$ cat src/rtl/seq_divider.sv
// Sequential unsigned divider: quotient and remainder by repeated subtraction,
// one subtraction per clock, with a start/busy/done handshake.
//
// Handshake: start is sampled only in IDLE or DONE; an accepted start latches
// dividend/divisor, which are then free to change. busy is high for every
// cycle spent in SUB. done is a one-cycle pulse in DONE and marks quotient,
// remainder and err valid; those three hold until the next completion.
// A divisor of zero skips SUB and completes with err=1, quotient=all ones,
// remainder=dividend.
module seq_divider #(
   parameter int N = 8
) (
   input  logic         clk,
   input  logic         rst,
   input  logic         start,
   input  logic [N-1:0] dividend,
   input  logic [N-1:0] divisor,
   output logic         busy,
   output logic         done,
   output logic [N-1:0] quotient,
   output logic [N-1:0] remainder,
   output logic         err
);

   typedef enum logic [1:0] {
      IDLE = 2'd0,
      SUB  = 2'd1,
      DONE = 2'd2
   } state_t;

   // FSM state is kept as a named register so checkers can bind to it.
   state_t       state;
   logic [N-1:0] rem;
   logic [N-1:0] dvs;
   logic [N-1:0] quot;

   // Single FSM: state, working registers and registered outputs.
   always_ff @(posedge clk) begin
      if (rst) begin
         state     <= IDLE;
         busy      <= 1'b0;
         done      <= 1'b0;
         err       <= 1'b0;
         quotient  <= '0;
         remainder <= '0;
         rem       <= '0;
         dvs       <= '0;
         quot      <= '0;
      end else begin
         case (state)
            IDLE, DONE: begin
               if (start) begin
                  rem  <= dividend;
                  dvs  <= divisor;
                  quot <= '0;
                  if (divisor == '0) begin
                     // Nothing to subtract; report the error straight away.
                     state     <= DONE;
                     busy      <= 1'b0;
                     done      <= 1'b1;
                     err       <= 1'b1;
                     quotient  <= '1;
                     remainder <= dividend;
                  end else begin
                     state <= SUB;
                     busy  <= 1'b1;
                     done  <= 1'b0;
                  end
               end else begin
                  state <= IDLE;
                  busy  <= 1'b0;
                  done  <= 1'b0;
               end
            end
            SUB: begin
               // The >= test keeps the subtraction from underflowing, and
               // quot can never exceed the dividend, so it cannot wrap.
               if (rem >= dvs) begin
                  rem   <= rem - dvs;
                  quot  <= quot + 1'b1;
                  state <= SUB;
                  busy  <= 1'b1;
                  done  <= 1'b0;
               end else begin
                  quotient  <= quot;
                  remainder <= rem;
                  err       <= 1'b0;
                  state     <= DONE;
                  busy      <= 1'b0;
                  done      <= 1'b1;
               end
            end
            default: begin
               state <= IDLE;
               busy  <= 1'b0;
               done  <= 1'b0;
            end
         endcase
      end
   end

endmodule

$ cat config.mk
export PLATFORM = sky130hd
export DESIGN_NAME = seq_divider
export DESIGN_NICKNAME = d
export VERILOG_FILES = /design/src/rtl/seq_divider.sv
export SDC_FILE = /design/constraint.sdc
export NUM_CORES = 1
export LEC_CHECK = 0
export BUFFER_PORTS_ARGS = -buffer_cell sky130_fd_sc_hd__buf_2
export CAP_MARGIN = 20
export CORE_AREA = 2 2 120 76
export CTS_CLUSTER_DIAMETER = 50
export DETAILED_ROUTE_END_ITERATION = 6
export DIE_AREA = 0 0 122 78
export GPL_TIMING_DRIVEN = 0
export SLEW_MARGIN = 0
export SYNTH_ARGS = -nofsm -noshare
export SYNTH_HDL_FRONTEND = slang
export SYNTH_SLANG_ARGS = --single-unit
$ cat constraint.sdc
create_clock -name clk -period 2.46 [get_ports clk]
set_input_delay 0.246 -clock clk [delete_from_list [all_inputs] [get_ports clk]]
set_output_delay 0.246 -clock clk [all_outputs]
set_load 0.05 [all_outputs]
==> metrics.md, run 1 <==
| Metric | Value |
|---|---|
| Post-Syn Area | `0.002217 mm^2` |
| Overall power | `2.515 mW` |
| Worst R2R Setup Slack | `160 ps` |
| Share of cells above drive strength 1 | `23.79%` |
| CTS buffer count | `5` |
| Critical Path RT | `2640 ps` |
| Critical Path Sink Type | `register` |
| GRT Util Overall | `13.05%` |
| Leak | `1.171 nW` |
| Max_slew headroom | `61.17%` |
| Worst-Skew Late Latency | `280 ps` |
| Overall die area | `0.009516 mm^2` |
| Hold Crit Class | `in -> reg` |
| YS warnings | `0` |
| Clock Sinks | `43` |
| Most frequent cells in the layout | `42 x dfxtp_1, 40 x nand2_1, 39 x buf_2, 27 x a21oi_1, 23 x nor2_1` |
| Final setup violation count | `0` |
| Post-Syn Area per Cell | `8.462 um^2` |
| Std cell rows | `26` |
| Core Region | `0.008295 mm^2` |
| Synth Flop Type | `dfxtp_1` |
| Arr. time, crit path | `2480 ps` |
| H-tree lvl count | `2` |
| Tcrit/Tclk final | `93.33%` |
| Post-DP Area | `0.002542 mm^2` |
| P&R area growth vs syn | `25.45%` |
| Critical Path Fanout Max | `10` |
| Max clock buf depth | `2` |
| Antenna violations before repair | `0` |
| Unique masters post-synth | `49` |
| Leading cell type in the layout, fill and taps excluded | `dfxtp_1` |
| Final hold viol count | `0` |
| Post-route ant nets | `0` |
| Gate Count Post-Synth | `262` |
| FILL cells | `899` |
| Flops & latches, synth | `43` |
| Clk_skew | `3.256 ps` |
| Maxcap violations | `0` |
| Max Slew Vio Count | `0` |
| Placed Cells | `411` |
| Critical Path Source Type | `register` |
| Vias in the first global route | `1,859` |
| Final layout net count | `339` |
| Starting DRT DRC Count | `114` |
| Finished Cell Area | `0.002781 mm^2` |
| CTS root buffer | `clkbuf_16` |
| Die Wd | `122 um` |
| RSZ-0062 raised after global routing | `false` |
| First-pass GRT wire length | `9660 um` |
| DR vias/cell | `4.714` |
| Io pins | `38` |
| Outcome | `finished, final reports clean` |
| CTS tree | `yes` |
| Post-synthesis async set-or-reset flop share | `0%` |
| Number of flops mapped to enable cells by yosys | `0` |
| Fmax | `435.6 MHz` |
| DRC | `0` |
| Via count | `1,994` |
| GP Congestion | `0.8521` |
| Overall routed net length | `6042 um` |
| Sequential-to-total area share from yosys stat | `38.83%` |
| CTS clk-pin slew, worst paths | `60 ps` |
| Post-Layout Cell Count | `423` |
| TritonRoute pass-1 iters | `4` |
| IO Port Bufs | `37` |
| Post-DR wirelength/cell | `14.28 um` |
| Worst Tran Pin Value | `582.5 ps` |
| PD cells | `904.3 mW/mm^2` |
| Die Span Y | `78 um` |
| Worst vdd ir | `0.0003795 V` |
| Hpwl dp | `4654 um` |
| Multi-input logic area | `0.001256 mm^2` |
| Remaining Overflow, GRT | `0` |
| Antenna Cells | `0` |
| Starting density of the core | `26.73%` |
| Crit Path Category | `reg -> reg` |
| Largest net degree at the start of global routing | `14` |
| Fin crit period | `2296 ps` |
| Syn_nets | `291` |
| Reg area | `862.1 um^2` |
state kept, by name, summed over array words and instances, names as in the netlist:
signal and count:
done 1, dvs 8, quotient 8, rem 8, quot 8, busy 1
err 1, remainder 8
routing by layer:
metal  wire, um  part of all wire (%)  GRT usage, %
met5          0                     0             0
met4         57                  0.94         3.908
met3        349                   5.8         3.015
met2       2166                    36         16.03
met1       3469                    57         21.30
Yosys cell counts, types with 3 or more instances:
cell	n	area, um^2
dfxtp_1	43	860.8
nand2_1	41	153.9
a21oi_1	27	135.1
nor2_1	23	86.33
inv_1	14	52.55
a311oi_1	9	78.83
ha_1	9	112.6
mux2i_1	7	70.07
nand3_1	6	30.03
nor3_1	6	30.03
o21ai_0	6	30.03
clkbuf_1	5	18.77
nand2b_1	5	31.28
a211oi_1	4	30.03
a21o_1	4	30.03
buf_6	3	33.78
nand3b_1	3	22.52
nor2b_1	3	18.77
nor4_1	3	18.77
o21a_1	3	22.52
layout make-up:
cell class | count | area share, %
multi-input combinational | 192 | 45.16
sequential | 43 | 30.99
timing repair buffer | 41 | 7.737
tap | 112 | 5.038
clock buffer | 6 | 4.993
buffer | 13 | 2.924
inverter | 14 | 1.889
clock inverter | 2 | 1.260
what timing repair did:
item / in CTS / in global routing
endpoints found under the setup margin: 1 / 30
hold buffers: 0 / 0
gates resized for setup: 1 / 7
pin swaps: 2 / 3
setup buffers: 1 / 3
critical path, stage by stage (launching register included):
cell and delay (ps):
dfxtp_2 330, inv_1 40, ha_1 230, fa_2 350, nand2b_4 170, a211oi_4 270
o211ai_1 160, nand2_2 160, buf_6 170, nor2_1 50, a311oi_1 260
report_power, final:
part	internal [mW]	switching, mW	total [mW]
registers	0.769	0.0614	0.830
clock network	0.505	0.271	0.775
logic	0.342	0.567	0.909
total	1.62	0.899	2.52
cells by family (layout without fill, tap and decap cells):
family,count (synthesis),count (layout),share of synthesized area (%)
adders and majority gates,10,10,5.982
DFF,43,43,38.83
xor gates and xnor gates,2,2,0.7902
buffers and inverters,27,76,5.869
AOI/OAI and AO/OA,74,74,24.77
and+or+nand+nor,99,99,20.60
muxes,7,7,3.160
final timing paths:
| check | start | endpoint | cells past startpoint |
|---|---|---|---|
| setup / recovery | rem[0] | rem[6] | 10 |
| hold / removal | divisor[4] | dvs[4] | 3 |
| setup reg to reg | rem[0] | rem[6] | 10 |
| hold reg to reg | dvs[3] | dvs[3] | 2 |
per-stage QoR:
| step | setup slack (ps) | util (%) | TNS (ps) | hold slack (ps) |
|---|---|---|---|---|
| 2_1_floorplan | 261.8 | - | 0 | 382.0 |
| 3_3_place_gp | 95.62 | 30.65 | 0 | 445.1 |
| 3_5_place_dp | 30.32 | 30.65 | 0 | 447.3 |
| 4_1_cts | -1.491 | 32.87 | -1.491 | 208.1 |
| 5_1_grt | 64.26 | 33.53 | 0 | 226.4 |
| 6_report | 164.2 | 33.53 | 0 | 210.8 |
Note: power is estimated with default switching activity, not from simulation.
==> inputs of run 2 (changes only) <==
clock period = 2.1 ns   (was 2.46 ns; I/O delays follow)
==> metrics.md, run 2 (synthesized netlist as in run 1, its figures left out) <==
| Metric | Value |
|---|---|
| DRC | `0 (unchanged)` |
| Worst R2R Start | `rem[0] (unchanged)` |
| Starting density of the core | `26.73% (unchanged)` |
| Die Wd | `122 um (unchanged)` |
| Worst-Skew Late Latency | `290 ps (was 280 ps)` |
| H-tree lvl count | `2 (unchanged)` |
| Arr. time, crit path | `2330 ps (was 2480 ps)` |
| RSZ-0062 raised after global routing | `true (was false)` |
| Hpwl dp | `4610 um (was 4654 um)` |
| Starting DRT DRC Count | `91 (was 114)` |
| Max clock buf depth | `2 (unchanged)` |
| CTS buffer count | `5 (unchanged)` |
| First-pass GRT wire length | `9818 um (was 9660 um)` |
| Max Slew Vio Count | `0 (unchanged)` |
| Maxcap violations | `0 (unchanged)` |
| GRT Util Overall | `13.43% (was 13.05%)` |
| P&R area growth vs syn | `41.08% (was 25.45%)` |
| IO Port Bufs | `37 (unchanged)` |
| PD cells | `1053 mW/mm^2 (was 904.3 mW/mm^2)` |
| Remaining Overflow, GRT | `0 (unchanged)` |
| Std cell rows | `26 (unchanged)` |
| Via count | `2,122 (was 1,994)` |
| Critical Path Sink Type | `register (unchanged)` |
| Max_slew headroom | `53.94% (was 61.17%)` |
| Critical Path Source Type | `register (unchanged)` |
| Fmax | `457.9 MHz (was 435.6 MHz)` |
| Die Span Y | `78 um (unchanged)` |
| GP Congestion | `0.8628 (was 0.8521)` |
| Setup ws final | `-83.71 ps (was 164.2 ps)` |
| Overall routed net length | `6564 um (was 6042 um)` |
| Tcrit/Tclk final | `104.0% (was 93.33%)` |
| Hold Crit Class | `in -> reg (unchanged)` |
| Outcome | `finished, violations left (was finished, final reports clean)` |
| Largest net degree at the start of global routing | `14 (unchanged)` |
| Critical Path Fanout Max | `8 (was 10)` |
| Worst vdd ir | `0.0003813 V (was 0.0003795 V)` |
| TritonRoute pass-1 iters | `4 (unchanged)` |
| Overall power | `3.294 mW (was 2.515 mW)` |
| Setup_tns | `-578.6 ps (was 0 ps)` |
| Critical Path RT | `2250 ps (was 2640 ps)` |
| Overall die area | `0.009516 mm^2 (unchanged)` |
| Crit path launch | `rem[0] (unchanged)` |
| DR vias/cell | `4.834 (was 4.714)` |
| CTS tree | `yes (unchanged)` |
| Share of cells above drive strength 1 | `37.31% (was 23.79%)` |
| Antenna Cells | `0 (unchanged)` |
| Final Util | `37.71% (was 33.53%)` |
| Worst Tran Pin Value | `690.9 ps (was 582.5 ps)` |
| Post-DR wirelength/cell | `14.95 um (was 14.28 um)` |
| Fin crit period | `2184 ps (was 2296 ps)` |
| Final setup violation count | `14 (was 0)` |
| Vias in the first global route | `1,903 (was 1,859)` |
| Core Region | `0.008295 mm^2 (unchanged)` |
| FILL cells | `857 (was 899)` |
| Clk_skew | `8.481 ps (was 3.256 ps)` |
| CTS clk-pin slew, worst paths | `60 ps (about the same)` |
| Most frequent cells in the layout | `40 x nand2_1, 40 x buf_2, 35 x dfxtp_1, 25 x a21oi_1, 14 x nor2_1 (was 42 x dfxtp_1, 40 x nand2_1, 39 x buf_2, 27 x a21oi_1, 23 x nor2_1)` |
| Hold-fix buffers, CTS | `0 (unchanged)` |
| Post-Layout Cell Count | `439 (was 423)` |
| Post-route ant nets | `0 (unchanged)` |
| Failing checks | `negative setup slack` |
| Antenna violations before repair | `0 (unchanged)` |
| Placed Cells | `411 (unchanged)` |
| Hold_sp | `divisor[1] (was divisor[4])` |
| Final layout net count | `355 (was 339)` |
| Crit Path Category | `reg -> reg (unchanged)` |
| Io pins | `38 (unchanged)` |
| Final hold viol count | `0 (unchanged)` |
| Leak | `1.287 nW (was 1.171 nW)` |
| Worst Hold Margin | `157.1 ps (was 210.8 ps)` |
| Clock Sinks | `43 (unchanged)` |
| CTS root buffer | `clkbuf_16 (unchanged)` |
-- run 2: path summary, 6_finish.rpt --
check                                    to  slack (ps)  depth (start not counted)
worst min-delay path                 dvs[1]         160                          3
worst max-delay path            quotient[2]         -80                         10
worst max register to register  quotient[2]         -80                         10
worst min register to register       dvs[5]         460                          2
-- run 2: cell type report --
type                    instances  area [um^2]  share of cell area, %
multi-input cells             192         1431                  45.76
inverters                      14        52.55                  1.680
clock inverters                 2        35.03                  1.120
flip-flops and latches         43        873.3                  27.92
well taps                     112        140.1                  4.480
plain buffers                  13        85.08                  2.720
repair buffers                 57        371.6                  11.88
clock buffers                   6        138.9                  4.440
-- run 2: per-stage QoR --
| stage | setup WS [ps] | area [um^2] |
|---|---|---|
| final | -83.71 | 3128 |
| after detailed placement | -196.1 | 2555 |
| after CTS | -71.39 | 2922 |
| after floorplan | 2.178 | 2230 |
| after global placement | -159.8 | 2555 |
| after global routing | -145.3 | 3128 |
-- run 2: worst max-delay path, stage by stage (launching register included) --
cell      delay [ps]
dfxtp_2          330
inv_2             40
ha_4             150
fa_2             340
nand2b_4         170
a211oi_4         250
o21a_4           210
or2_1            130
buf_6            140
mux2i_1          210
a21oi_1           80
-- run 2: routing by layer --
layer | track usage, % | vias up | wire length (um)
li1 | - | 1073 | -
met1 | 21.33 | 994 | 3537
met2 | 16.70 | 51 | 2589
met3 | 3.971 | 4 | 378
met4 | 3.793 | 0 | 59
met5 | 0 | - | 0
-- run 2: what timing repair did --
item	4_1_cts	5_1_grt
gates resized for setup	24	37
setup endpoints to repair	34	32
cloned	2	1
pin swaps	18	18
setup buffers	11	7
-- run 2: report_power, final --
part           switching (mW)  internal, mW
Sequential             0.0916         0.905
Clock                   0.325         0.592
Combinational           0.767         0.612
==> inputs of run 3 (changes only) <==
--- a/config.mk
+++ b/config.mk
@@ -9,6 +9,6 @@
 export CAP_MARGIN = 20
-export CORE_AREA = 2 2 120 76
+export CORE_AREA = 3 3 121 77
 export CTS_CLUSTER_DIAMETER = 50
 export DETAILED_ROUTE_END_ITERATION = 6
-export DIE_AREA = 0 0 122 78
+export DIE_AREA = 0 0 124 80
 export GPL_TIMING_DRIVEN = 0
==> constraint.sdc (replaced) <==
create_clock -name clk -period 2.1 [get_ports clk]
set_input_delay 0.315 -clock clk [delete_from_list [all_inputs] [get_ports clk]]
set_output_delay 0.315 -clock clk [all_outputs]
set_load 0.05 [all_outputs]
==> metrics.md, run 3 (synthesized netlist as in run 1, its figures left out) <==
| Metric | Value |
|---|---|
| Outcome | `finished, violations left (unchanged)` |
| Failing checks | `negative setup slack (unchanged)` |
| DRC | `0 (unchanged)` |
| Final layout net count | `354 (was 355)` |
| Critical Path Sink Type | `register (unchanged)` |
| Final setup violation count | `26 (was 14)` |
| Slowest stage delay, CP | `330 ps (was 340 ps)` |
| Critical Path RT | `2280 ps (was 2250 ps)` |
| Core Region | `0.008328 mm^2 (was 0.008295 mm^2)` |
| Crit path launch | `rem[0] (unchanged)` |
| Overall routed net length | `7005 um (was 6564 um)` |
| Pre-CTS setup slack | `-202.2 ps (was -196.1 ps)` |
| Most frequent cells in the layout | `40 x nand2_1, 39 x buf_2, 33 x dfxtp_1, 25 x a21oi_1, 12 x inv_1 (was 40 x nand2_1, 40 x buf_2, 35 x dfxtp_1, 25 x a21oi_1, 14 x nor2_1)` |
| Worst-path cell chain | `inv_2 -> ha_4 -> fa_2 -> nand2b_4 -> a211oi_4 -> o211ai_1 -> nand2_2 -> buf_6 -> nor2_2 -> a311oi_1 (was inv_2 -> ha_4 -> fa_2 -> nand2b_4 -> a211oi_4 -> o21a_4 -> or2_1 -> buf_6 -> mux2i_1 -> a21oi_1)` |
| Worst Hold Margin | `263.1 ps (was 157.1 ps)` |
| Antenna Cells | `0 (unchanged)` |
| Max clock buf depth | `2 (unchanged)` |
| Share of cells above drive strength 1 | `40.18% (was 37.31%)` |
| PD cells | `1018 mW/mm^2 (was 1053 mW/mm^2)` |
| Die Wd | `124 um (was 122 um)` |
| Antenna violations before repair | `0 (unchanged)` |
| P&R area growth vs syn | `41.37% (was 41.08%)` |
| Tcrit/Tclk final | `106.5% (was 104.0%)` |
| Crit Path Category | `reg -> reg (unchanged)` |
| GRT Util Overall | `14.47% (was 13.43%)` |
| Maxcap violations | `0 (unchanged)` |
| Worst Tran Pin Value | `746.1 ps (was 690.9 ps)` |
| Post-route ant nets | `0 (unchanged)` |
| Hpwl dp | `4739 um (was 4610 um)` |
| Setup ws final | `-136.3 ps (was -83.71 ps)` |
| Arr. time, crit path | `2420 ps (was 2330 ps)` |
| Starting density of the core | `26.62% (was 26.73%)` |
| Max Slew Vio Count | `0 (unchanged)` |
| Remaining Overflow, GRT | `0 (unchanged)` |
| CTS clk-pin slew, worst paths | `60 ps (about the same)` |
| CTS root buffer | `clkbuf_16 (unchanged)` |
| Critical Path Source Type | `register (unchanged)` |
| Leading cell type in the layout, fill and taps excluded | `nand2_1` |
| RSZ-0062 raised after global routing | `true (unchanged)` |
| Via count | `2,135 (was 2,122)` |
| Starting DRT DRC Count | `104 (was 91)` |
| Worst vdd ir | `0.0003358 V (was 0.0003813 V)` |
| IO Port Bufs | `37 (unchanged)` |
| Hold Crit Class | `in -> reg (unchanged)` |
| Leak | `1.273 nW (was 1.287 nW)` |
| H-tree lvl count | `2 (unchanged)` |
| Final hold viol count | `0 (unchanged)` |
| Die Span Y | `80 um (was 78 um)` |
| TritonRoute pass-1 iters | `4 (unchanged)` |
| Worst-Skew Late Latency | `290 ps (about the same)` |
| Overall die area | `0.009920 mm^2 (was 0.009516 mm^2)` |
| DR vias/cell | `4.874 (was 4.834)` |
| Critical Path Fanout Max | `7 (was 8)` |
| Setup_tns | `-1164 ps (was -578.6 ps)` |
| Hold_sp | `divisor[1] (unchanged)` |
| Slowest stage cell, crit path | `dfxtp_2 (was fa_2)` |
| Std cell rows | `26 (unchanged)` |
| Post-Layout Cell Count | `438 (was 439)` |
| Clk_skew | `5.392 ps (was 8.481 ps)` |
| Max_slew headroom | `50.26% (was 53.94%)` |
| Vias in the first global route | `2,113 (was 1,903)` |
| CTS buffer count | `5 (unchanged)` |
| Fmax | `447.2 MHz (was 457.9 MHz)` |
| Largest net degree at the start of global routing | `14 (unchanged)` |
| Post-DR wirelength/cell | `15.99 um (was 14.95 um)` |
| Worst R2R Start | `rem[0] (unchanged)` |
| Placed Cells | `411 (unchanged)` |
| CTS tree | `yes (unchanged)` |
| Fin crit period | `2236 ps (was 2184 ps)` |
| Clock Sinks | `43 (unchanged)` |
| First-pass GRT wire length | `10,960 um (was 9818 um)` |
| Io pins | `38 (unchanged)` |
| GP Congestion | `0.8756 (was 0.8628)` |
## run 3: changes by cell type in the layout (fill, tap and decap cells not counted), sizes merged
| cell | change |
|---|---|
| buf | -1 |
| clkinvlp | +1 |
| bufinv | -1 |
## run 3: critical path: cells and delay by family, from the launching register on
kind            cells  cell delay, ps
buf+inv             2             210
simple gates        3             420
compound gates      3             670
fa+ha+maj           2             490
flops               1             330
## run 3: cell type report
type,count,area [um^2]
buffer,13,81.33
clock buffer,6,128.9
clock inverter,2,12.51
fill,888,5194
inverter,14,52.55
multi-input combinational,192,1468
sequential,43,875.8
tap,112,140.1
timing repair buffer,56,375.4
## run 3: timing repair
action | CTS | global route
gates resized for setup | 18 | 55
endpoints found under the setup margin | 32 | 33
gates cloned | 2 | 1
pin swaps | 18 | 13
buffers inserted | 6 | 10
hold buffers | 0 | 0
## run 3: per-stage QoR
| step | power (mW) | instance area [um^2] | utilization [%] |
|---|---|---|---|
| 6_report | 3.192 | 3134 | 37.64 |
| 5_1_grt | 3.362 | 3134 | 37.64 |
| 4_1_cts | 2.856 | 2820 | 33.86 |
| 3_5_place_dp | 1.983 | 2555 | 30.68 |
| 3_3_place_gp | 1.954 | 2555 | 30.68 |
| 2_1_floorplan | 1.746 | 2230 | - |
## run 3: path summary, 6_finish.rpt
kind,cells after the start,slack [ps],end
worst max-delay path,10,-140,rem[6]
worst min register to register,2,460,dvs[3]
worst min-delay path,3,260,dvs[1]
worst max register to register,10,-140,rem[6]
## run 3: power breakdown
group | internal (mW) | leakage [nW] | total [mW] | switching (mW)
Clock | 0.439 | 0.0669 | 0.770 | 0.331
Combinational | 0.632 | 0.852 | 1.42 | 0.785
Sequential | 0.907 | 0.355 | 1.00 | 0.0975
## run 3: routing by layer
layer	vias to the layer above	track usage, %	share of wire [%]	wire length (um)
met5	-	0	0	0
met4	0	5.683	1.3	94
met3	8	3.612	9.1	638
met2	72	20.49	41	2855
met1	1000	20.78	49	3417
li1	1055	-	-	-
